[config.mk]
export PLATFORM = sky130hd
export DESIGN_NAME = grf_hazard_scoreboard
export DESIGN_NICKNAME = d
export VERILOG_FILES = /design/src/rtl/grf_hazard_scoreboard_pkg.sv /design/src/rtl/hazard_operand_check.sv /design/src/rtl/grf_hazard_scoreboard.sv
export SDC_FILE = /design/constraint.sdc
export NUM_CORES = 1
export LEC_CHECK = 0
export CAP_MARGIN = 20
export CORE_UTILIZATION = 25
export CTS_BUF_LIST = sky130_fd_sc_hd__clkbuf_4
export CTS_CLUSTER_SIZE = 12
export DETAILED_ROUTE_END_ITERATION = 16
export SLEW_MARGIN = 20
export SYNTH_ARGS = -nofsm -noshare
export SYNTH_HDL_FRONTEND = slang
export SYNTH_SLANG_ARGS = --single-unit
[constraint.sdc]
create_clock -name clk -period 4.9 [get_ports clk]
set_clock_uncertainty 0.15 [all_clocks]
set_input_delay 0.49 -clock clk [delete_from_list [all_inputs] [get_ports clk]]
set_output_delay 0.49 -clock clk [all_outputs]
set_load 0.01 [all_outputs]
[src/rtl/grf_hazard_scoreboard_pkg.sv]
// Shared constants and types for the GRF Tnew/Tuse hazard scoreboard.
package grf_hazard_scoreboard_pkg;

    localparam logic [1:0] FWD_GRF   = 2'd0;
    localparam logic [1:0] FWD_EX    = 2'd1;
    localparam logic [1:0] FWD_MEM   = 2'd2;
    localparam logic [1:0] FWD_WB    = 2'd3;

    localparam logic [1:0] TUSE_NONE = 2'd3;
    localparam logic [1:0] TNEW_MAX  = 2'd2;

    typedef struct packed {
        logic       v;
        logic [4:0] wa;
    } hist_entry_t;

    // Tnew 3 has no producer class; it behaves like a load.
    function automatic logic [1:0] clamp_tnew(input logic [1:0] tnew);
        return (tnew > TNEW_MAX) ? TNEW_MAX : tnew;
    endfunction

endpackage

[src/rtl/hazard_operand_check.sv]
// Per-operand hazard test and forwarding-source priority search (EX > MEM > WB).
module hazard_operand_check
    import grf_hazard_scoreboard_pkg::*;
(
    input  logic [4:0]  addr,
    input  logic [1:0]  tuse,
    input  logic [1:0]  cnt_val,
    input  hist_entry_t hist_ex,
    input  hist_entry_t hist_mem,
    input  hist_entry_t hist_wb,
    output logic        need,
    output logic [1:0]  fwd_sel
);

    assign need = (tuse != TUSE_NONE) && (addr != 5'd0) && (cnt_val > tuse);

    // Youngest matching writer wins, which keeps WAW sequences correct.
    always_comb begin
        fwd_sel = FWD_GRF;
        if (addr != 5'd0) begin
            if (hist_ex.v && (hist_ex.wa == addr)) begin
                fwd_sel = FWD_EX;
            end else if (hist_mem.v && (hist_mem.wa == addr)) begin
                fwd_sel = FWD_MEM;
            end else if (hist_wb.v && (hist_wb.wa == addr)) begin
                fwd_sel = FWD_WB;
            end
        end
    end

endmodule

[src/rtl/grf_hazard_scoreboard.sv]
// Tnew/Tuse scoreboard for the GRF write port: ID stall and forwarding selects.
// Optional stall statistics counter enabled by defining HAZARD_STATS_EN.
module grf_hazard_scoreboard
    import grf_hazard_scoreboard_pkg::*;
(
    input  logic        clk,
    input  logic        reset,
    input  logic        id_valid,
    input  logic [4:0]  id_rs,
    input  logic [4:0]  id_rt,
    input  logic [1:0]  id_tuse_rs,
    input  logic [1:0]  id_tuse_rt,
    input  logic        id_we,
    input  logic [4:0]  id_wa,
    input  logic [1:0]  id_tnew,
    output logic        stall,
    output logic [1:0]  fwd_sel_rs,
    output logic [1:0]  fwd_sel_rt
`ifdef HAZARD_STATS_EN
    ,
    output logic [31:0] stall_count
`endif
);

    logic [1:0]  cnt [32];
    hist_entry_t hist_ex;
    hist_entry_t hist_mem;
    hist_entry_t hist_wb;
    logic        need_rs;
    logic        need_rt;
    logic        issue;

    hazard_operand_check u_check_rs (
        .addr     (id_rs),
        .tuse     (id_tuse_rs),
        .cnt_val  (cnt[id_rs]),
        .hist_ex  (hist_ex),
        .hist_mem (hist_mem),
        .hist_wb  (hist_wb),
        .need     (need_rs),
        .fwd_sel  (fwd_sel_rs)
    );

    hazard_operand_check u_check_rt (
        .addr     (id_rt),
        .tuse     (id_tuse_rt),
        .cnt_val  (cnt[id_rt]),
        .hist_ex  (hist_ex),
        .hist_mem (hist_mem),
        .hist_wb  (hist_wb),
        .need     (need_rt),
        .fwd_sel  (fwd_sel_rt)
    );

    assign stall = id_valid & (need_rs | need_rt);
    assign issue = id_valid & ~stall & id_we & (id_wa != 5'd0);

    // Entry 0 is never loaded (issue excludes $0), so it stays at 0 after reset.
    always_ff @(posedge clk) begin
        for (int r = 0; r < 32; r++) begin
            if (!reset) begin
                cnt[r] <= 2'd0;
            end else if (issue && (id_wa == 5'(r))) begin
                cnt[r] <= clamp_tnew(id_tnew);
            end else if (cnt[r] != 2'd0) begin
                cnt[r] <= cnt[r] - 2'd1;
            end
        end
    end

    always_ff @(posedge clk) begin
        if (!reset) begin
            hist_ex  <= '0;
            hist_mem <= '0;
            hist_wb  <= '0;
        end else begin
            hist_ex  <= '{v: issue, wa: id_wa};
            hist_mem <= hist_ex;
            hist_wb  <= hist_mem;
        end
    end

`ifdef HAZARD_STATS_EN
    always_ff @(posedge clk) begin
        if (!reset) begin
            stall_count <= 32'd0;
        end else if (stall) begin
            stall_count <= stall_count + 32'd1;
        end
    end
`endif

endmodule

# Word-level counts from Yosys, hierarchy flattened
# Memories as Yosys holds them, arrays and structs flattened.
# Cells that the tools add are included.
# word_totals
register_bits	18
ramBits	64
in_bits	25
out_inout_bits	5
wordCells	527
n_memories	1
# mem_list
memory	depth	word_bits	read_ports	rd_clocked_by_memory_dff	wr	line_no	source
cnt	32	2	34	0	32	grf_hazard_scoreboard.sv:25	logic [1:0] cnt [32];
# op_classes
addsub	32
magnitude_cmp	3
n_eq_ne	39
n_mux	298
bitwise_logic	70
reduce_logical	78
# op_table
op	n
$mux W1	225
$mux W2	73
$eq A5 B5 Y1 const B	16
$or A1 B1 Y1	65
$reduce_bool A2 Y1	32
$sub A2 B1 Y2 const B	32
$logic_and A1 B1 Y1	42
$eq A5 B4 Y1 const B	8
$eq A5 B5 Y1	6
$eq A5 B3 Y1 const B	4
$reduce_bool A5 Y1	3
$eq A5 B2 Y1 const B	2
$eq A5 B1 Y1 const B	1
$logic_not A5 Y1	1
$and A1 B1 Y1	4
$gt A2 B2 Y1	2
$ne A2 B2 Y1 const B	2
$gt A2 B2 Y1 const B	1
$not A1 Y1	1

# Logic depth before layout (Yosys ltp)
# logic_depth
depth_word	15
mapped_depth	16

# By module
# Synthesis repeated with hierarchy kept, for this count alone.
# unflattened
hier_cells	735
hier_area_um2	6517.5
# modules_own_cells
mod	instances	cells_per_inst	area_each_um2	seq_area_each_um2
grf_hazard_scoreboard	1	663	5944.5	2282.2
hazard_operand_check	2	36	286.5	0.0

# Worst setup path after synthesis
# Ideal clock, no wire load.
# synth_path
kind	input port to output port
start	input id_rt[0]
end	output stall
arrival_time_ps	3193
required_ps	4260
slack_ps	1067
stages	12
path_buffers	4
cell_sequence	buf_2 > buf_1 > mux4_2 > a32oi_1 > o2bb2ai_1 > ha_1 > a22oi_1 > o21ai_0 > o21ai_2 > buf_6 > buf_6 > and2_1
# synth_via
elab_chain_cells	5
# synth_lines
element	line_no	source
start, declared	grf_hazard_scoreboard.sv:10	input logic [4:0] id_rt,
$mem_v2 Z32 W2 / $reduce_bool A5 Y1 (equally long branches)	--	
$gt A2 B2 Y1 / $logic_and A1 B1 Y1 (equally long branches)	hazard_operand_check.sv:15	assign need = (tuse != TUSE_NONE) && (addr != 5'd0) && (cnt_val > tuse);
$logic_and A1 B1 Y1 *	hazard_operand_check.sv:15	
$or A1 B1 Y1 *	grf_hazard_scoreboard.sv:55	assign stall = id_valid & (need_rs | need_rt);
$and A1 B1 Y1 *	grf_hazard_scoreboard.sv:55	
end, declared	grf_hazard_scoreboard.sv:16	output logic stall,
# Every way passes the cells marked *; elsewhere a longest branch is shown, timed or not.

# Worst setup path in the final report
# Ends and elaborated chain as after synthesis.

==> impl_metrics.sql <==
INSERT INTO impl_metrics (metric_group, metric, value, unit) VALUES
('drt', 'routed_via_density', '4.87', ''),
('final_layout', 'nNetsFinal', '756', ''),
('worst_setup_path', 'critical_path.n_buffers_inverters', '4', ''),
('synth', 'synth_area_leader_cell', 'edfxtp_1', ''),
('timing', 'setup_repair_after_global_routing_missed_its_margin', 'false', ''),
('synth', 'synthMuxAreaShare', '0.193', ''),
('synth', 'synth_area_per_cell', '9.66', 'um^2'),
('final_layout', 'inserted_diodes', '0', ''),
('run_status', 'run_status', 'finished, final reports clean', ''),
('timing', 'fmax', '0.223', 'GHz'),
('flow_run', 'maxCapViolCount', '0', ''),
('clock_network', 'clkSlewWorstSetupHoldPaths', '0.15', 'ns'),
('final_layout', 'layout-drive-gt1-share', '0.123', ''),
('worst_setup_path', 'critical_path_class', 'in -> out', ''),
('grt', 'grt_pass1_wl', '26.4', 'mm'),
('clock_network', 'insertion_delay', '0.50', 'ns'),
('drt', 'detail_route.iter0.violations', '381', ''),
('synth', 'synthArstFlopShare', '0', ''),
('synth', 'synth_warnings', '0', ''),
('synth', 'synth_fa_ha_area_frac', '0.0684', ''),
('timing', 'fin_worst_hold_slack', '0.356', 'ns'),
('die', 'die-area', '27000', 'um^2'),
('worst_setup_path', 'timing.rr.end', 'cnt[24][1]', ''),
('worst_setup_path', 'worstPathCellList', 'clkdlybuf4s50_1 > buf_12 > mux4_2 > o22ai_1 > nor3_1 > nor2_1 > a21oi_1 > ha_1 > a22oi_1 > o21ai_0 > buf_4 > o21ai_4 > and2_1 > clkdlybuf4s50_1', ''),
('synth', 'synthTopCellsByCount', 'inv_1 (89), mux2i_1 (72), edfxtp_1 (64), nand3_1 (43)', ''),
('clock_network', 'post_cts_resize_count', '0', ''),
('clock_network', 'clkSinkCount', '82', ''),
('synth', 'synth_seq_cells', '82', ''),
('clock_network', 'post_cts_buffers', '0', ''),
('hold_path', 'min_from', 'hist_ex[5]', ''),
('synth', 'synth_most_common_cell', 'inv_1', ''),
('timing', 'finalWorstPathRequiredPeriod', '4.49', 'ns'),
('place', 'io_buffer_count', '29', ''),
('power_and_ir_drop', 'power.ir.vdd_worst', '147', 'uV'),
('drt', 'antenna_left', '0', ''),
('timing', 'finalSetupViolations', '0', ''),
('hold_path', 'worst_hold_path.num_cells', '1', ''),
('synth', 'syn_nets', '743', ''),
('worst_setup_path', 'ff2ff_path_depth', '12', ''),
('timing', 'final-hold-violation-count', '0', ''),
('drt', 'detail_route.wl_per_cell', '16.2', 'um'),
('timing', 'period_share', '0.916', ''),
('synth', 'yosysSeqAreaShare', '0.347', ''),
('grt', 'grt_usage', '0.129', ''),
('die', 'starting_utilization_of_the_core_area', '0.254', ''),
('worst_setup_path', 'worstPathRequired', '4.26', 'ns'),
('drt', 'vias', '5039', ''),
('power_and_ir_drop', 'static-leakage-power', '2.88', 'nW'),
('timing', 'headroom_to_the_max_slew_limit', '0.459', ''),
('hold_path', 'holdCritPathClass', 'reg -> reg', ''),
('hold_path', 'hold-path-endpoint', 'hist_mem[5]', ''),
('die', 'placeableCoreArea', '25900', 'um^2'),
('timing', 'worst-slew-pin-transition', '0.812', 'ns'),
('worst_setup_path', 'cpLargestDelayFamily', 'buffers and inverters', ''),
('grt', 'largest_net_degree_at_the_start_of_global_routing', '116', ''),
('worst_setup_path', 'arrival', '3.85', 'ns'),
('die', 'dieWidth', '164', 'um'),
('die', 'die_height', '164', 'um'),
('synth', 'post_synth_instance_area', '6590', 'um^2'),
('die', 'core.rowCount', '59', ''),
('clock_network', 'cts_max_level', '3', ''),
('worst_setup_path', 'ff2ff_setup_slack', '1.30', 'ns'),
('synth', 'synth_compound_gate_area_share', '0.0431', ''),
('synth', 'synth_top_family_by_area', 'simple AND/OR/NAND/NOR gates', ''),
('final_layout', 'syn2layout_area_growth', '12.2', '%'),
('synth', 'syn_inst', '682', ''),
('drt', 'drcViolationCount', '0', ''),
('grt', 'grt_antenna_before_repair', '0', ''),
('synth', 'synth_top_cell_area_share', '0.292', ''),
('clock_network', 'cts_made_buffers', '9', ''),
('clock_network', 'cts.path.max_buffers', '2', '');
==> sequential cells by signal, summed over array words and instances, names as in the netlist <==
register / count
hist_mem: 6
cnt: 64
hist_wb: 6
hist_ex: 6
==> worst max-delay path by stage <==
stage | slack [ns] | depth (start not counted) | endpoint | start
global route | 0.27 | 12 | stall | id_rs[1]
CTS | 0.43 | 13 | stall | id_rt[1]
finish | 0.41 | 14 | stall | id_rt[0]
floorplan | 1.07 | 12 | stall | id_rt[0]
global placement | 0.47 | 14 | stall | id_rt[0]
detailed placement | 0.46 | 13 | stall | id_rt[1]
==> worst register-to-register path, cell delays in order (launching register included) <==
cell and delay [ns]:
edfxtp_1 0.48, mux4_2 0.48, nor2b_1 0.14, a2111oi_0 0.46
a31oi_1 0.07, o21ai_0 0.10, ha_1 0.17, nor2b_1 0.05
o221ai_2 0.24, o21ai_4 0.12, buf_4 0.23, or3_1 0.46
nand3_1 0.15
==> metrics by stage <==
| step | area [um^2] | utilization | power, mW | cells | setup WS (ns) |
|---|---|---|---|---|---|
| 3_5_place_dp | 7260 | 0.280 | 2.81 | 1019 | 0.465 |
| 5_1_grt | 7390 | 0.285 | 3.47 | 1035 | 0.269 |
| 4_1_cts | 7390 | 0.285 | 3.21 | 1035 | 0.428 |
| 3_3_place_gp | 7260 | 0.280 | 2.77 | 1019 | 0.469 |
| 6_report | 7390 | 0.285 | 3.20 | 1035 | 0.414 |
| 2_1_floorplan | 6590 | - | 2.41 | 682 | 1.07 |
==> final cells by class <==
| class | instances | area (um^2) |
|---|---|---|
| Timing Repair Buffer | 46 | 444 |
| Multi-Input combinational cell | 467 | 3780 |
| Fill cell | 2706 | 18500 |
| Tap cell | 335 | 419 |
| Clock inverter | 7 | 57.6 |
| Sequential cell | 82 | 2280 |
| Inverter | 89 | 334 |
| Clock buffer | 9 | 67.6 |
==> power breakdown <==
part	switching, mW	leakage, nW	total, mW	internal (mW)
combinational	0.752	1.96	1.42	0.671
clock	0.283	0.0678	0.394	0.111
sequential	0.262	0.849	1.38	1.12
total	1.30	2.88	3.20	1.90
==> layer usage <==
layer / wire length [um] / vias up / track usage
li1: - / 2458 / -
met1: 7640 / 2433 / 0.172
met5: 0 / - / 0
met3: 966 / 16 / 0.0283
met4: 208 / 0 / 0.0265
met2: 7940 / 132 / 0.211
==> cells in the final DEF, fill, tap and decap left out, types with 11 or more instances in the layout <==
cell	instances
nand3b_1	40
nor3_1	15
nand4_1	11
nand3_1	43
and2_1	19
ha_1	36
nand2_1	36
nor2_1	40
nor3_2	16
buf_4	15
edfxtp_1	64
clkdlybuf4s50_1	28
mux2i_1	72
xor2_1	24
dfxtp_1	18
inv_1	89
mux4_2	23
==> logic make-up (layout without fill, tap and decap cells) <==
| logic type | after synthesis | after routing |
|---|---|---|
| muxes | 98 | 98 |
| and+or+nand+nor | 261 | 261 |
| buffers and inverters | 133 | 151 |
| AOI/OAI and AO/OA | 42 | 42 |
| adders and majority gates | 36 | 36 |
| xor gates and xnor gates | 30 | 30 |
| DFF | 82 | 82 |
Power figures use the tool's default switching activity.
